File: config.mk
export PLATFORM = sky130hd
export DESIGN_NAME = dmem_port_arbiter
export DESIGN_NICKNAME = d
export VERILOG_FILES = /design/src/rtl/dmem_port_arbiter.sv
export SDC_FILE = /design/constraint.sdc
export NUM_CORES = 1
export LEC_CHECK = 0
export CAP_MARGIN = 20
export CORE_AREA = 2 2 100 102
export CTS_CLUSTER_SIZE = 8
export DETAILED_ROUTE_END_ITERATION = 8
export DIE_AREA = 0 0 102 104
export HOLD_SLACK_MARGIN = 0.12
export MAX_ROUTING_LAYER = met4
export PLACE_DENSITY = 0.73
export SYNTH_ARGS = -nofsm -noshare
export SYNTH_HDL_FRONTEND = slang
export SYNTH_SLANG_ARGS = --single-unit
File: constraint.sdc
create_clock -name clk -period 1.9 [get_ports clk]
set_clock_uncertainty 0.15 [all_clocks]
set_input_delay 0.475 -clock clk [delete_from_list [all_inputs] [get_ports clk]]
set_output_delay 0.475 -clock clk [all_outputs]
set_load 0.1 [all_outputs]
File: src/rtl/dmem_port_arbiter.sv
// Two-requester arbiter sharing one single-port, fixed-latency data memory.
// Optional macro DMEM_ARB_FIXED_PRIO_EN: requester 1 always wins ties (no round-robin).
module dmem_port_arbiter #(
    parameter int AW      = 14,
    parameter int DW      = 32,
    parameter int MEM_LAT = 1
) (
    input  logic            clk,
    input  logic            rst_n,
    input  logic            req0_valid,
    output logic            req0_ready,
    input  logic [AW-1:0]   req0_addr,
    input  logic            req0_we,
    input  logic [DW/8-1:0] req0_wmask,
    input  logic [DW-1:0]   req0_wdata,
    output logic            rsp0_valid,
    output logic [DW-1:0]   rsp0_rdata,
    input  logic            req1_valid,
    output logic            req1_ready,
    input  logic [AW-1:0]   req1_addr,
    input  logic            req1_we,
    input  logic [DW/8-1:0] req1_wmask,
    input  logic [DW-1:0]   req1_wdata,
    output logic            rsp1_valid,
    output logic [DW-1:0]   rsp1_rdata,
    output logic            mem_en,
    output logic [DW/8-1:0] mem_we,
    output logic [AW-1:0]   mem_addr,
    output logic [DW-1:0]   mem_wdata,
    input  logic [DW-1:0]   mem_rdata
);

    localparam int MW = DW / 8;
    localparam int CW = 2;
    localparam logic [CW-1:0] CNT_LOAD = CW'(MEM_LAT - 1);

    typedef enum logic [0:0] {
        ST_IDLE = 1'b0,
        ST_BUSY = 1'b1
    } state_t;

    state_t          state_r;
    state_t          state_s;
    logic [CW-1:0]   cnt_r;
    logic [CW-1:0]   cnt_s;
    logic            grant_r;
    logic            grant_s;
    logic            we_r;
    logic            we_s;
    logic            win_s;
    logic            accept_s;
    logic            accept_ok_s;
    logic            sel_we_s;
    logic [MW-1:0]   sel_mask_s;
    logic [AW-1:0]   sel_addr_s;
    logic [DW-1:0]   sel_wdata_s;
    logic            rsp_fire_s;

`ifndef DMEM_ARB_FIXED_PRIO_EN
    logic            rr_last_r;
`endif

    // Winner selection among the valid requesters.
    always_comb begin
        win_s = 1'b0;
`ifdef DMEM_ARB_FIXED_PRIO_EN
        if (req1_valid) begin
            win_s = 1'b1;
        end else begin
            win_s = 1'b0;
        end
`else
        if (req0_valid && req1_valid) begin
            win_s = ~rr_last_r;
        end else if (req1_valid) begin
            win_s = 1'b1;
        end else begin
            win_s = 1'b0;
        end
`endif
    end

    // Payload mux from the current winner.
    always_comb begin
        sel_we_s    = 1'b0;
        sel_mask_s  = {MW{1'b0}};
        sel_addr_s  = {AW{1'b0}};
        sel_wdata_s = {DW{1'b0}};
        if (win_s) begin
            sel_we_s    = req1_we;
            sel_mask_s  = req1_wmask;
            sel_addr_s  = req1_addr;
            sel_wdata_s = req1_wdata;
        end else begin
            sel_we_s    = req0_we;
            sel_mask_s  = req0_wmask;
            sel_addr_s  = req0_addr;
            sel_wdata_s = req0_wdata;
        end
    end

    // Next-state logic; the counter holds at zero on the BUSY exit so it never wraps.
    always_comb begin
        state_s  = state_r;
        cnt_s    = cnt_r;
        grant_s  = grant_r;
        we_s     = we_r;
        accept_s = 1'b0;
        case (state_r)
            ST_IDLE: begin
                if (req0_valid || req1_valid) begin
                    accept_s = 1'b1;
                    grant_s  = win_s;
                    we_s     = sel_we_s;
                    cnt_s    = CNT_LOAD;
                    state_s  = ST_BUSY;
                end else begin
                    state_s  = ST_IDLE;
                end
            end
            ST_BUSY: begin
                if (cnt_r == {CW{1'b0}}) begin
                    state_s = ST_IDLE;
                end else begin
                    cnt_s   = cnt_r - {{(CW-1){1'b0}}, 1'b1};
                end
            end
            default: begin
                state_s = ST_IDLE;
                cnt_s   = {CW{1'b0}};
            end
        endcase
    end

    // Handshake and memory strobes are suppressed while reset is held.
    assign accept_ok_s = accept_s & rst_n;
    assign req0_ready  = accept_ok_s & ~win_s;
    assign req1_ready  = accept_ok_s & win_s;
    assign mem_en      = accept_ok_s;
    assign mem_we      = (accept_ok_s && sel_we_s) ? sel_mask_s : {MW{1'b0}};
    assign mem_addr    = accept_ok_s ? sel_addr_s : {AW{1'b0}};
    assign mem_wdata   = accept_ok_s ? sel_wdata_s : {DW{1'b0}};

    assign rsp_fire_s  = (state_r == ST_BUSY) && (cnt_r == {CW{1'b0}});
    assign rsp0_valid  = rsp_fire_s & ~grant_r;
    assign rsp1_valid  = rsp_fire_s & grant_r;
    assign rsp0_rdata  = (rsp0_valid && !we_r) ? mem_rdata : {DW{1'b0}};
    assign rsp1_rdata  = (rsp1_valid && !we_r) ? mem_rdata : {DW{1'b0}};

    // Transaction state registers.
    always_ff @(posedge clk or negedge rst_n) begin
        if (!rst_n) begin
            state_r <= ST_IDLE;
            cnt_r   <= {CW{1'b0}};
            grant_r <= 1'b0;
            we_r    <= 1'b0;
        end else begin
            state_r <= state_s;
            cnt_r   <= cnt_s;
            grant_r <= grant_s;
            we_r    <= we_s;
        end
    end

`ifndef DMEM_ARB_FIXED_PRIO_EN
    // Round-robin history; reset to 1 so requester 0 wins the first tie.
    always_ff @(posedge clk or negedge rst_n) begin
        if (!rst_n) begin
            rr_last_r <= 1'b1;
        end else if (accept_s) begin
            rr_last_r <= win_s;
        end else begin
            rr_last_r <= rr_last_r;
        end
    end
`endif

endmodule

==> impl_metrics.prom <==
# TYPE chip_impl_metric gauge
chip_impl_metric{name="finalCritPeriodShare",unit="%"} 124
chip_impl_metric{name="post_synth_and_or_nand_nor_area_fraction",unit="%"} 40.2
chip_impl_info{name="most_numerous_cell_on_the_critical_path",value="sky130_fd_sc_hd__buf_12"} 1
chip_impl_info{name="yosys-top-cells-area",value="sky130_fd_sc_hd__and2_1 (33%), sky130_fd_sc_hd__a22o_1 (31%), sky130_fd_sc_hd__dfrtp_1 (9.5%), sky130_fd_sc_hd__buf_6 (4.3%), sky130_fd_sc_hd__a32o_1 (3.0%)"} 1
chip_impl_metric{name="timing.critical_path.buf_inv",unit=""} 3
chip_impl_metric{name="clock_tree.buffer_depth",unit=""} 2
chip_impl_metric{name="register_bit_count_reported_by_yosys",unit=""} 6
chip_impl_info{name="rsz0062_at_grt",value="yes"} 1
chip_impl_metric{name="hpwlAfterDp",unit="um"} 8280
chip_impl_metric{name="power.density_cell_area",unit="nW/um^2"} 1010
chip_impl_metric{name="xor_xnor_share_of_the_synthesized_area",unit="%"} 0
chip_impl_metric{name="critPathMaxFanout",unit=""} 8
chip_impl_metric{name="timing.fmax",unit="MHz"} 424
chip_impl_metric{name="seq_area_frac_synth",unit="%"} 11.5
chip_impl_info{name="clock-root-buffer",value="sky130_fd_sc_hd__clkbuf_8"} 1
chip_impl_metric{name="finish.net_count",unit=""} 599
chip_impl_metric{name="syn-mean-instance-area",unit="sq um"} 7.71
chip_impl_metric{name="core-area",unit="sq um"} 9550
chip_impl_metric{name="post-route-util",unit="%"} 68.2
chip_impl_info{name="hold_path_class",value="input port to asynchronous set/reset pin"} 1
chip_impl_metric{name="cts.clk_slew.worst_paths",unit="ps"} 40
chip_impl_metric{name="groute.usage.overall",unit="%"} 19.1
chip_impl_metric{name="io-pin-count",unit=""} 257
chip_impl_info{name="worst_path_dominant_cell_family",value="flip-flops"} 1
chip_impl_metric{name="dieHeight",unit="um"} 104
chip_impl_metric{name="detailedRoute.firstIterationViolations",unit=""} 24
chip_impl_metric{name="timing.critical_path.slowest_cell_delay",unit="ps"} 530
chip_impl_metric{name="post_synth_instance_area",unit="sq um"} 1320
chip_impl_metric{name="cts_max_level",unit=""} 1
chip_impl_metric{name="detailed_route_wire_length_per_cell",unit="um"} 17.6
chip_impl_info{name="layout.cells.most_common",value="sky130_fd_sc_hd__clkdlybuf4s50_1"} 1
chip_impl_info{name="dominant_combinational_cell_family_by_area_after_synthesis",value="simple AND/OR/NAND/NOR gates"} 1
chip_impl_metric{name="clock_sinks",unit=""} 6
chip_impl_metric{name="layout-drive-gt1-share",unit="%"} 65.8
chip_impl_info{name="run_status",value="complete, but fails checks"} 1
chip_impl_metric{name="synth_nets",unit=""} 310
chip_impl_metric{name="die_w",unit="um"} 102
chip_impl_metric{name="antenna_violations_before_repair",unit=""} 0
chip_impl_metric{name="worstPathArrival",unit="ps"} 1740
chip_impl_metric{name="synthDominantCellAreaShare",unit="%"} 32.7
chip_impl_metric{name="timing.critical_path.required",unit="ps"} 1270
chip_impl_metric{name="drv.max_cap_violation_count",unit=""} 0
chip_impl_metric{name="multi_input_comb_area",unit="sq um"} 1730
chip_impl_metric{name="power.ir.vdd_worst",unit="mV"} 0.539
chip_impl_metric{name="final.min_clock_period",unit="ps"} 2360
chip_impl_metric{name="fin_tns_setup",unit="ps"} -47140
chip_impl_metric{name="static-leakage-power",unit="nW"} 2.79
chip_impl_metric{name="final_critical_path_setup_slack",unit="ps"} -461
chip_impl_metric{name="initial_utilization",unit="%"} 13.8
chip_impl_metric{name="via_count",unit=""} 2569
chip_impl_info{name="cpMaxStageDelayCell",value="sky130_fd_sc_hd__dfstp_2"} 1
chip_impl_metric{name="finalSetupViolCount",unit=""} 118
chip_impl_info{name="cp-end-kind",value="output port"} 1
chip_impl_metric{name="synth-compound-area-share",unit="%"} 36.8
chip_impl_metric{name="yosys_warn_count",unit=""} 0
chip_impl_metric{name="first_pass_iters",unit=""} 4
chip_impl_info{name="worstSetupStartpointType",value="register"} 1
chip_impl_metric{name="gp_congestion",unit=""} 0.827
chip_impl_metric{name="buffer_ports.inserted",unit=""} 256
chip_impl_metric{name="hold_violations",unit=""} 0
chip_impl_metric{name="total_die_area",unit="sq um"} 10600
chip_impl_metric{name="fp-row-count",unit=""} 36
chip_impl_info{name="netlist.top_cell.by_area",value="sky130_fd_sc_hd__and2_1"} 1
chip_impl_metric{name="grt_max_degree",unit=""} 33
chip_impl_info{name="cts_tree",value="done"} 1
chip_impl_metric{name="worst_pin_slew",unit="ps"} 310
chip_impl_metric{name="tritoncts.num_buffers",unit=""} 3
chip_impl_metric{name="first_global_vias",unit=""} 2885
chip_impl_metric{name="nFillCells",unit=""} 668
chip_impl_metric{name="area_growth",unit="%"} 394
chip_impl_info{name="most-common-layout-cells",value="sky130_fd_sc_hd__clkdlybuf4s50_1 (134), sky130_fd_sc_hd__buf_12 (128), sky130_fd_sc_hd__and2_4 (65)"} 1
chip_impl_metric{name="grt_pass1_wl",unit="um"} 15500
chip_impl_metric{name="grt_overflow",unit=""} 0
chip_impl_metric{name="fraction_of_the_mapped_netlist_area_in_adder_cells",unit="%"} 0.949
chip_impl_metric{name="route.detailed.vias_per_inst",unit=""} 4.34
chip_impl_metric{name="max_slew_headroom",unit="%"} 79.3
chip_impl_info{name="crit_path_cell_trace",value="nand2b_4 -> and3_4 -> buf_12 -> buf_12 -> a32o_4 -> buf_12"} 1
chip_impl_metric{name="postRouteWirelength",unit="um"} 10400
chip_impl_metric{name="antenna_violating_nets_post_route",unit=""} 0
chip_impl_info{name="violated_checks",value="negative setup slack"} 1
chip_impl_metric{name="syn_inst",unit=""} 171
chip_impl_metric{name="number_of_distinct_library_cells_after_synthesis",unit=""} 24
chip_impl_metric{name="finalMaxSlewViolations",unit=""} 0
chip_impl_metric{name="yosys-mux-area-fraction",unit="%"} 0.759
chip_impl_metric{name="drc",unit=""} 0
chip_impl_metric{name="clk_latency",unit="ps"} 220
chip_impl_metric{name="antenna_cells",unit=""} 0
chip_impl_info{name="setup.worst_path.class",value="register to output port"} 1
chip_impl_metric{name="regArea",unit="sq um"} 153
## metal layers
layer / track usage, % / vias to the layer above / part of all wire, %
met1: 19.3 / 1215 / 33
met4: 3.33 / 0 / 1.2
met5: - / - / 0
met2: 37.3 / 147 / 57
li1: - / 1195 / -
met3: 3.76 / 12 / 8.7
## cells in the mapped netlist
cell and n:
sky130_fd_sc_hd__clkbuf_1 3, sky130_fd_sc_hd__nand2b_1 2, sky130_fd_sc_hd__o22ai_1 1, sky130_fd_sc_hd__nor3b_2 1, sky130_fd_sc_hd__o22a_1 1, sky130_fd_sc_hd__o31a_1 1
sky130_fd_sc_hd__inv_1 3, sky130_fd_sc_hd__clkbuf_2 3, sky130_fd_sc_hd__a22o_1 46, sky130_fd_sc_hd__nor2b_1 3, sky130_fd_sc_hd__nor2_1 5, sky130_fd_sc_hd__a32oi_1 1
sky130_fd_sc_hd__a32o_1 4, sky130_fd_sc_hd__buf_2 7, sky130_fd_sc_hd__buf_6 5, sky130_fd_sc_hd__dfstp_2 1, sky130_fd_sc_hd__nand2_1 2, sky130_fd_sc_hd__mux2i_1 1
sky130_fd_sc_hd__and2_1 69, sky130_fd_sc_hd__nor3_2 1, sky130_fd_sc_hd__a21oi_1 2, sky130_fd_sc_hd__dfrtp_1 5, sky130_fd_sc_hd__ha_1 1, sky130_fd_sc_hd__and3_1 3
## registers in the layout, summed over array words and instances, names as in the netlist
name,flops
cnt_r,2
grant_r,1
rr_last_r,1
state_r,1
we_r,1
## worst reg2reg max path, delay by kind of cell (launching register included)
| family | cells | cell delay [ps] |
|---|---|---|
| buffers and inverters | 4 | 450 |
| AND/OR/NAND/NOR | 1 | 70 |
| AO/OA/AOI/OAI | 2 | 290 |
| adder cells (fa/ha/maj) | 1 | 150 |
| flip-flops | 1 | 370 |
## cell families (layout without fill, tap and decap cells)
kind of cell               count (synthesis)  count (layout)
buffers and inverters                     21             309
adders and majority gates                  1               1
and+or+nand+nor                           86              86
muxes                                      1               1
DFF                                        6               6
AOI/OAI and AO/OA                         56              56
## power breakdown
group	switching, mW	total (mW)	internal [mW]
Clock	0.0587	0.203	0.145
Sequential	0.0727	0.274	0.201
Combinational	3.49	6.08	2.60
Total	3.62	6.56	2.94
## area by class of cell
cell class / count / area share, %
inverters: 3 / 0.173
flip-flops and latches: 6 / 2.34
multi-input cells: 144 / 26.5
repair buffers: 302 / 67.7
well taps: 133 / 2.56
clock buffers: 4 / 0.692
## stage by stage
step / hold WS, ps / setup slack, ps / total power, mW / instance area [sq um] / cells
3_5_place_dp: 495 / -809 / 5.99 / 6070 / 569
3_3_place_gp: 475 / -792 / 5.93 / 6070 / 569
2_1_floorplan: 29.4 / -211 / 3.89 / 2120 / 171
5_1_grt: 221 / -512 / 6.80 / 6510 / 592
4_1_cts: 208 / -454 / 6.57 / 6460 / 589
6_report: 213 / -461 / 6.56 / 6510 / 592
## final timing paths
path	start	slack [ps]	depth (start not counted)	end
max reg2reg	cnt_r[1]$_DFFE_PN0P_	340	8	cnt_r[1]$_DFFE_PN0P_
min reg2reg	we_r$_DFFE_PN0P_	490	1	we_r$_DFFE_PN0P_
min	rst_n	210	2	cnt_r[1]$_DFFE_PN0P_
min in group clk	we_r$_DFFE_PN0P_	490	1	we_r$_DFFE_PN0P_
max	rr_last_r$_DFFE_PN1P_	-460	6	mem_we[2]
max in group asynchronous	rst_n	1180	2	rr_last_r$_DFFE_PN1P_
## timing repair
action,4_1_cts,5_1_grt
pin swaps,5,13
hold buffers,0,0
cloned,8,2
endpoints found under the setup margin,118,118
setup buffers,9,3
gates resized for setup,30,6
endpoints found under the hold margin,0,0
(Power assumes the default switching activity.)
